--- src/rtl/capture_pkg.sv ---
// Shared definitions for the camera capture front-end:
// FSM state encoding and default capture geometry.
package capture_pkg;

    typedef enum logic [1:0] {
        ST_SYNC    = 2'd0,
        ST_ARMED   = 2'd1,
        ST_CAPTURE = 2'd2
    } cap_state_t;

    localparam int unsigned DEF_BUF_STRIDE = 32'h0002_5800;
    localparam int          DEF_ROWS       = 480;

    // Row counter width; the count saturates at its all-ones value.
    localparam int               ROW_W   = 10;
    localparam logic [ROW_W-1:0] ROW_MAX = '1;

endpackage

--- src/rtl/byte_packer.sv ---
// Packs a byte stream into DATA_W-bit words, lowest lane first, and flags
// the cycle in which the top lane arrives so the caller can latch the word.
module byte_packer #(
    parameter int DATA_W = 128
) (
    input  logic              p_clk,
    input  logic              rst_n,
    input  logic              clear,
    input  logic              byte_en,
    input  logic [7:0]        data,
    output logic [DATA_W-1:0] word,
    output logic              word_done
);
    localparam int                BPW       = DATA_W / 8;
    localparam int                LANE_W    = $clog2(BPW);
    localparam logic [LANE_W-1:0] LAST_LANE = LANE_W'(BPW - 1);

    logic [LANE_W-1:0] lane_q;
    logic [DATA_W-9:0] lanes_q;

    // NOTE: state registers use non-blocking assignments so every flop
    // samples pre-edge values regardless of statement order.
    always_ff @(posedge p_clk or negedge rst_n) begin
        if (!rst_n) begin
            lane_q  <= '0;
            lanes_q <= '0;
        end else if (clear) begin
            lane_q <= '0;
        end else if (byte_en) begin
            if (lane_q == LAST_LANE) begin
                lane_q <= '0;
            end else begin
                lanes_q[int'(lane_q)*8 +: 8] <= data;
                lane_q                       <= lane_q + LANE_W'(1);
            end
        end
    end

    // The top lane is never stored: it is taken straight from the input.
    assign word      = {data, lanes_q};
    assign word_done = byte_en && (lane_q == LAST_LANE);

endmodule

--- src/rtl/frame_capture_ring.sv ---
// Camera capture front-end: packs pixel bytes into words, writes them into a
// ring of DDR frame buffers, rejects bad frames and drives an HDR bracket.
module frame_capture_ring
    import capture_pkg::*;
#(
    parameter int                DATA_W     = 128,
    parameter int                ADDR_W     = 25,
    parameter int                NUM_BUFS   = 6,
    parameter logic [ADDR_W-1:0] BUF_STRIDE = ADDR_W'(DEF_BUF_STRIDE),
    parameter int                ADDR_INC   = 4,
    parameter int                ROWS       = DEF_ROWS,
    parameter int                EXP_ROW    = DEF_ROWS,
    parameter int                NUM_EXP    = 3
) (
    input  logic              p_clk,
    input  logic              rst_n,
    input  logic [7:0]        data,
    input  logic              href,
    input  logic              vsync,
    input  logic              take_pic,
    input  logic              hdr_en,
    output logic [DATA_W-1:0] p_data,
    output logic [ADDR_W-1:0] wr_address,
    output logic              data_valid,
    input  logic              data_ready,
    output logic [2:0]        last_frame,
    output logic              frame_done,
    output logic              frame_err,
    output logic              change_exp,
    output logic [2:0]        exp_idx
);

    cap_state_t        state_q, state_d;
    logic              vsync_q, href_q;
    logic [ADDR_W-1:0] word_idx_q, word_idx_eff, buf_base;
    logic [ROW_W-1:0]  row_q, row_next;
    logic              ovf_q, exp_fired_q;
    logic [DATA_W-1:0] packed_word;
    logic              byte_en, packer_clear, word_done;
    logic              accept, drop, load;
    logic              vsync_rise, href_fall, row_inc, eval, commit, fire;

    assign vsync_rise   = vsync && !vsync_q;
    assign href_fall    = href_q && !href;
    assign byte_en      = (state_q == ST_CAPTURE) && href && !vsync;
    assign packer_clear = take_pic || (state_q != ST_CAPTURE);

    byte_packer #(.DATA_W(DATA_W)) u_packer (
        .p_clk     (p_clk),
        .rst_n     (rst_n),
        .clear     (packer_clear),
        .byte_en   (byte_en),
        .data      (data),
        .word      (packed_word),
        .word_done (word_done)
    );

    // A word completing while the held one stays unaccepted is lost.
    assign accept = data_valid && data_ready;
    assign drop   = word_done && data_valid && !data_ready;
    assign load   = word_done && !drop;

    assign word_idx_eff = word_idx_q + ADDR_W'(accept);
    assign buf_base     = ADDR_W'(last_frame) * BUF_STRIDE;

    assign row_inc  = (state_q == ST_CAPTURE) && href_fall;
    assign row_next = (row_inc && row_q != ROW_MAX) ? row_q + ROW_W'(1) : row_q;
    assign fire     = row_inc && hdr_en && !exp_fired_q && (row_next == ROW_W'(EXP_ROW));

    assign eval   = (state_q == ST_CAPTURE) && vsync_rise;
    assign commit = eval && (row_next == ROW_W'(ROWS)) && !(ovf_q || drop);

    always_ff @(posedge p_clk or negedge rst_n) begin
        if (!rst_n) state_q <= ST_SYNC;
        else        state_q <= state_d;
    end

    always_comb begin
        // NOTE: default first so every path assigns state_d and no latch is inferred.
        state_d = state_q;
        if (take_pic) begin
            state_d = ST_SYNC;
        end else begin
            case (state_q)
                ST_SYNC:    if (vsync)      state_d = ST_ARMED;
                ST_ARMED:   if (!vsync)     state_d = ST_CAPTURE;
                ST_CAPTURE: if (vsync_rise) state_d = ST_ARMED;
                default:                    state_d = ST_SYNC;
            endcase
        end
    end

    always_ff @(posedge p_clk or negedge rst_n) begin
        if (!rst_n) begin
            vsync_q     <= 1'b0;
            href_q      <= 1'b0;
            word_idx_q  <= '0;
            row_q       <= '0;
            ovf_q       <= 1'b0;
            exp_fired_q <= 1'b0;
            p_data      <= '0;
            wr_address  <= '0;
            data_valid  <= 1'b0;
            last_frame  <= '0;
            frame_done  <= 1'b0;
            frame_err   <= 1'b0;
            change_exp  <= 1'b0;
            exp_idx     <= '0;
        end else if (take_pic) begin
            // Restart keeps the ring position and exposure slot.
            vsync_q     <= 1'b0;
            href_q      <= 1'b0;
            word_idx_q  <= '0;
            row_q       <= '0;
            ovf_q       <= 1'b0;
            exp_fired_q <= 1'b0;
            p_data      <= '0;
            wr_address  <= '0;
            data_valid  <= 1'b0;
            frame_done  <= 1'b0;
            frame_err   <= 1'b0;
            change_exp  <= 1'b0;
        end else begin
            vsync_q    <= vsync;
            href_q     <= href;
            frame_done <= commit;
            frame_err  <= eval && !commit;
            change_exp <= fire;

            if (state_q == ST_ARMED) begin
                word_idx_q  <= '0;
                row_q       <= '0;
                ovf_q       <= 1'b0;
                exp_fired_q <= 1'b0;
            end else begin
                if (accept) word_idx_q  <= word_idx_q + ADDR_W'(1);
                if (row_inc) row_q      <= row_next;
                if (drop)   ovf_q       <= 1'b1;
                if (fire)   exp_fired_q <= 1'b1;
            end

            if (load) begin
                p_data     <= packed_word;
                wr_address <= buf_base + word_idx_eff * ADDR_W'(ADDR_INC);
                data_valid <= 1'b1;
            end else if (accept) begin
                data_valid <= 1'b0;
            end

            if (commit)
                last_frame <= (last_frame == 3'(NUM_BUFS - 1)) ? 3'd0 : last_frame + 3'd1;

            if (!hdr_en)
                exp_idx <= '0;
            else if (commit)
                exp_idx <= (exp_idx == 3'(NUM_EXP - 1)) ? 3'd0 : exp_idx + 3'd1;
        end
    end

endmodule

--- config.mk ---
export PLATFORM = sky130hd
export DESIGN_NAME = frame_capture_ring
export DESIGN_NICKNAME = d
export VERILOG_FILES = /design/src/rtl/capture_pkg.sv /design/src/rtl/byte_packer.sv /design/src/rtl/frame_capture_ring.sv
export SDC_FILE = /design/constraint.sdc
export NUM_CORES = 1
export LEC_CHECK = 0
export BUFFER_PORTS_ARGS = -buffer_cell sky130_fd_sc_hd__buf_2
export CORE_AREA = 2 2 218 220
export CTS_BUF_LIST = sky130_fd_sc_hd__clkbuf_4 sky130_fd_sc_hd__clkbuf_8
export CTS_CLUSTER_SIZE = 24
export DETAILED_ROUTE_END_ITERATION = 16
export DIE_AREA = 0 0 220 222
export PLACE_DENSITY = 0.61
export SLEW_MARGIN = 5
export SYNTH_ARGS = -nofsm -noshare
export SYNTH_HDL_FRONTEND = slang
export SYNTH_SLANG_ARGS = --single-unit
--- constraint.sdc ---
create_clock -name p_clk -period 4.68 [get_ports p_clk]
set_input_delay 1.17 -clock p_clk [delete_from_list [all_inputs] [get_ports p_clk]]
set_output_delay 1.17 -clock p_clk [all_outputs]
set_load 0.05 [all_outputs]
# Yosys cells after proc, flatten, opt, wreduce, memory -nomap -nowiden
# Cells that the tools add are included.
# op_classes
shift	2
n_reduce_logical	40
add_sub_neg	8
bitwise_logic	3
n_eq_ne	12
mux	38
n_mul	1
# op_table
cell	n
128-bit 2-to-1 mux	2
25-bit 2-to-1 mux	5
120-bit bitwise mux	1
8-bit by 33-bit variable shift with 120-bit output, first input constant	1
8-bit by 33-bit indexed part select with 120-bit output	1
10-bit 2-to-1 mux	4
7-bit negator with 33-bit output	1
21-bit by 25-bit adder with 25-bit output	1
25-bit by 1-bit adder with 25-bit output, second input constant	1
23-bit by 1-bit adder with 23-bit output	1
1-bit logical AND	18
3-bit nonzero test	5
1-bit 2-to-1 mux	14
3-bit 2-to-1 mux	4
4-bit 2-to-1 mux	3
10-bit by 1-bit adder with 10-bit output, second input constant	1
10-bit by 9-bit equality test with 1-bit output, second input constant	1
3-bit by 7-bit multiplier with 10-bit output, second input constant	1
10-bit inequality test, second input constant	1
3-bit inequality test, second input constant	3
1-bit logical NOT	8
2-bit 2-to-1 mux	4
3-bit by 1-bit adder with 3-bit output, second input constant	2
2-bit case mux with 3 select lines	1
14 further kinds	20
# word_totals
out_inout_bits	163
ff_bits	328
elab_cells	121
input_bits	15

# Depth between registers and ports, before layout
# logic_depth
ltp_word	12
depth_mapped	17
depth_no_buf	16

# By module
# From an unflattened synthesis, not the netlist that was laid out.
# hier_totals
hier_cells	1154
area_unflattened_um2	14214.9
# by_module_without_submodules
module	area_per_inst_um2	instances	seq_area_each_um2	cells_each
frame_capture_ring	8956.1	1	5004.8	766
byte_packer	5258.8	1	3103.0	388

# Worst setup path before layout
# OpenSTA, ideal clock, no wires.
# synth_path
path_kind	in2reg
start	in data_ready
end	reg wr_address[24]
required_ns	4.556
path_buffers	1
arrival_ns	4.391
setup_time_ns	0.124
path_slack_ns	0.165
stages	16
cell_sequence	nand2_1 > inv_1 > clkbuf_1 > ha_1 > nand3_1 > or2_2 > nor3_1 > nand3_1 > xnor2_1 > ha_1 > or2_2 > a221o_1 > a31o_2 > o211ai_4 > nor3_1 > a211o_1
# synth_via
elab_chain_len	5
word_cells_on_any_way	10
cone_classes	add/sub (2); mux (2); reduce/logical (6)
# synth_lines
element	line	text
start: declaration	frame_capture_ring.sv:25	input logic data_ready,
1-bit logical AND / 1-bit logical NOT (equally long branches)	frame_capture_ring.sv:59, frame_capture_ring.sv:60	
23-bit by 1-bit adder with 23-bit output / 1-bit logical AND (equally long branches)	frame_capture_ring.sv:63, frame_capture_ring.sv:60	
21-bit by 25-bit adder with 25-bit output / 1-bit logical NOT (equally long branches)	frame_capture_ring.sv:144, frame_capture_ring.sv:61	
25-bit 2-to-1 mux / 1-bit logical AND (equally long branches)	frame_capture_ring.sv:142, frame_capture_ring.sv:61	
25-bit 2-to-1 mux / 2-bit nonzero test (equally long branches)	-	
end signal: assignment	frame_capture_ring.sv:144	wr_address <= buf_base + word_idx_eff * ADDR_W'(ADDR_INC);
end: declaration	frame_capture_ring.sv:23	output logic [ADDR_W-1:0] wr_address,
# Several ways; a longest one is shown, not always the timed one. The select of a mux whose other input is x is not followed.
# A chain may end at the register's enable or synchronous reset.

# Final worst setup path
# layout_path
start	in data_ready
end	reg wr_address[21]
# The elaborated chain is that of the path after synthesis.

==> metrics.txt <==
fin nets 1770; Reg clk slew, reported paths 0.06 ns; vias in the first global route 11700; hold_buf cts 0; Die Area 0.0488 mm^2; Clock Latency Late Sink 0.67 ns; final hold vios 0; Worst setup SP type input pin; Setup Buffers After CTS 0; fin crit period 3.88 ns; CP max FO 6; type of the most critical hold path reg2reg; largest net degree at the start of global routing 110; drt drc 0; Clock Skew 0.0307 ns; grt total ovfl 0; slowest CP cell o41a_1; Max Cap Viol 0; Tcrit/Tclk final 82.9%; IO Pins 178; root buf cell clkbuf_8; Synth Flop Type dfrtp_1; VDD IR max 186 uV; fmax 0.258 GHz; EDFF count, synth 0; Async S/R FF share, synth 100%; Yosys top cell area share 55.0%; Syn Area/Cell 9.37 um^2; Worst Path Required 5.24 ns; Cells after DPL 2274; Post-CTS Resized 0; Global Route Usage Sum 17.2%; Iteration-0 DRC Markers 814; port bufs 175; routed wire length 41900 um; antenna cells 0; register area share after synthesis 55.0%; Core Box Area 0.0463 mm^2; RSZ-0062 raised after global routing false; Final setup viols 0; CTS Buf Count 58; largest stage delay on the critical path 0.39 ns; Worst Path Arrival 4.44 ns; FP Rows 79; via count 11800; Worst Setup End Kind flop; H-tree depth 2; Layout fillers 4737; CTS tree built; share of cells above drive strength 1 19.5%; dominant cells by area after synthesis dfrtp_1 (55%), nand2_1 (11%), a21oi_1 (5.3%), o21ai_0 (3.8%), ha_1 (2.2%); maximum root-to-sink buffer count 3; average wire per standard cell 17.6 um; DIE HEIGHT 222 um; commonest non-fill, non-tap cell in the layout nand2_1; Slew HR 18.6%; final core occ 37.7%; Cell Area, Synth 0.0147 mm^2; Initial Util 31.9%; Syn Inst Count 1574; final slew viol count 0; post-route ant nets 0; CTS sink count 324; critical-path cell list buf_2 > nand2_1 > inv_1 > ha_1 > nand3_1 > or2_2 > nor3_1 > nand3_1 > xnor2_1 > ha_1 > a21oi_1 > nor3b_1 > a21oi_1 > o41a_1 > xnor2_1 > a211oi_1; final total power 5910 uW; via-per-instance ratio 4.96; initial antenna violation count 0; RePlAce Congestion 0.866; commonest non-fill, non-tap cells in the layout nand2_1 (419), dfrtp_1 (324), buf_2 (173), a21oi_1 (156), o21ai_0 (111); Leak Pwr 0.00812 uW; area grow syn2layout 18.3%; Pwr Density 339 mW/mm^2; 1st-pass router iterations 5; Worst-Margin Slew 1.21 ns; largest area contributor in the synthesized netlist dfrtp_1; Synth Register Bits 324; Setup TNS 0 ns; Synth cell types 83; Setup CP Type in2reg; Post-DP HPWL 28000 um; final std cells w/o fill 2378; first-pass GRT wire length 66400 um; chip width 220 um; Ys Warns 0; status completed
==> critical path: cells and delay by family <==
kind,cells,cell delay [ns]
AO/OA/AOI/OAI,4,0.96
buffers and inverters,2,0.21
AND/OR/NAND/NOR,6,1.24
adder cells (fa/ha/maj),2,0.56
XOR/XNOR,2,0.31
==> cell type report <==
class,count,area [um^2],area share (%)
multi-input combinational,1111,6050,34.7
clock inverter,11,101,0.581
timing repair buffer,195,1080,6.17
clock buffer,93,1210,6.94
tap,607,759,4.35
inverter,37,139,0.796
sequential,324,8110,46.5
==> per-layer routing <==
metal,up-vias,part of all wire (%),GRT usage (%)
met2,311,45,26.0
met1,5806,48,24.7
met3,63,4.9,2.92
li1,5615,-,-
met4,0,2.6,5.89
met5,-,0,0
==> synth_stat cells (5+ instances only) <==
| library cell | count |
|---|---|
| a21o_1 | 5 |
| nand2b_1 | 8 |
| xor2_1 | 25 |
| a211oi_1 | 9 |
| xnor2_1 | 30 |
| and4_1 | 5 |
| nor2_1 | 71 |
| nand4_1 | 15 |
| ha_1 | 26 |
| nor2b_1 | 14 |
| and2_1 | 5 |
| o21ai_1 | 5 |
| o21ai_0 | 111 |
| dfrtp_1 | 324 |
| o211ai_1 | 7 |
| nor3_1 | 24 |
| nand3_1 | 54 |
| a21oi_1 | 156 |
| and3_1 | 14 |
| inv_1 | 37 |
| nand2_1 | 420 |
| buf_2 | 11 |
| clkbuf_1 | 77 |
| buf_4 | 8 |
| mux2_2 | 21 |
==> flip-flops by register name, indices dropped and copies added (netlist names) <==
signal            cells
word_idx_q           23
frame_done            1
href_q                1
wr_address           23
p_data              128
exp_fired_q           1
u_packer.lanes_q    120
vsync_q               1
change_exp            1
last_frame            3
state_q               2
row_q                10
frame_err             1
ovf_q                 1
exp_idx               3
u_packer.lane_q       4
data_valid            1
==> final timing paths <==
path,start,to,slack (ns),cells after the start
max in group asynchronous,rst_n,u_packer.lanes_q[52]$_DFFE_PN0P_,3.04,2
hold reg to reg,exp_fired_q$_DFFE_PN0P_,change_exp$_DFF_PN0_,0.43,1
hold / removal,exp_fired_q$_DFFE_PN0P_,change_exp$_DFF_PN0_,0.43,1
setup reg to reg,data_valid$_DFFE_PN0P_,wr_address[21]$_DFFE_PN0P_,1.02,15
min in group asynchronous,rst_n,wr_address[19]$_DFFE_PN0P_,0.56,1
setup / recovery,data_ready,wr_address[21]$_DFFE_PN0P_,0.80,16
==> logic make-up (layout without fill, tap and decap cells) <==
kind of cell               count (synthesis)  after routing  share of synthesized area, %
adders and majority gates                 28             28                          2.48
AOI/OAI and AO/OA                        335            335                          12.9
and+or+nand+nor                          664            664                          20.1
other                                      1              2                        0.0254
DFF                                      324            324                          55.0
xor gates and xnor gates                  56             56                          3.38
muxes                                     26             26                          2.05
buffers and inverters                    140            336                          4.14
==> power by group <==
group          internal (uW)  switching, uW  total, uW  leakage [uW]
logic                   24.5            131        155       0.00302
clock network           1700           1240       2940      0.000691
registers               2820           7.76       2820       0.00441
total                   4540           1380       5910       0.00812
==> stage by stage <==
| stage | hold slack (ns) | setup WS (ns) | cell area (um^2) |
|---|---|---|---|
| 2_1_floorplan | 0.410 | 0.165 | 14700 |
| 3_3_place_gp | 0.432 | 0.302 | 16100 |
| 3_5_place_dp | 0.435 | 0.162 | 16100 |
| 4_1_cts | 0.434 | 0.863 | 17400 |
| 5_1_grt | 0.446 | 0.636 | 17400 |
| 6_report | 0.428 | 0.799 | 17400 |
Power figures use the tool's default switching activity.
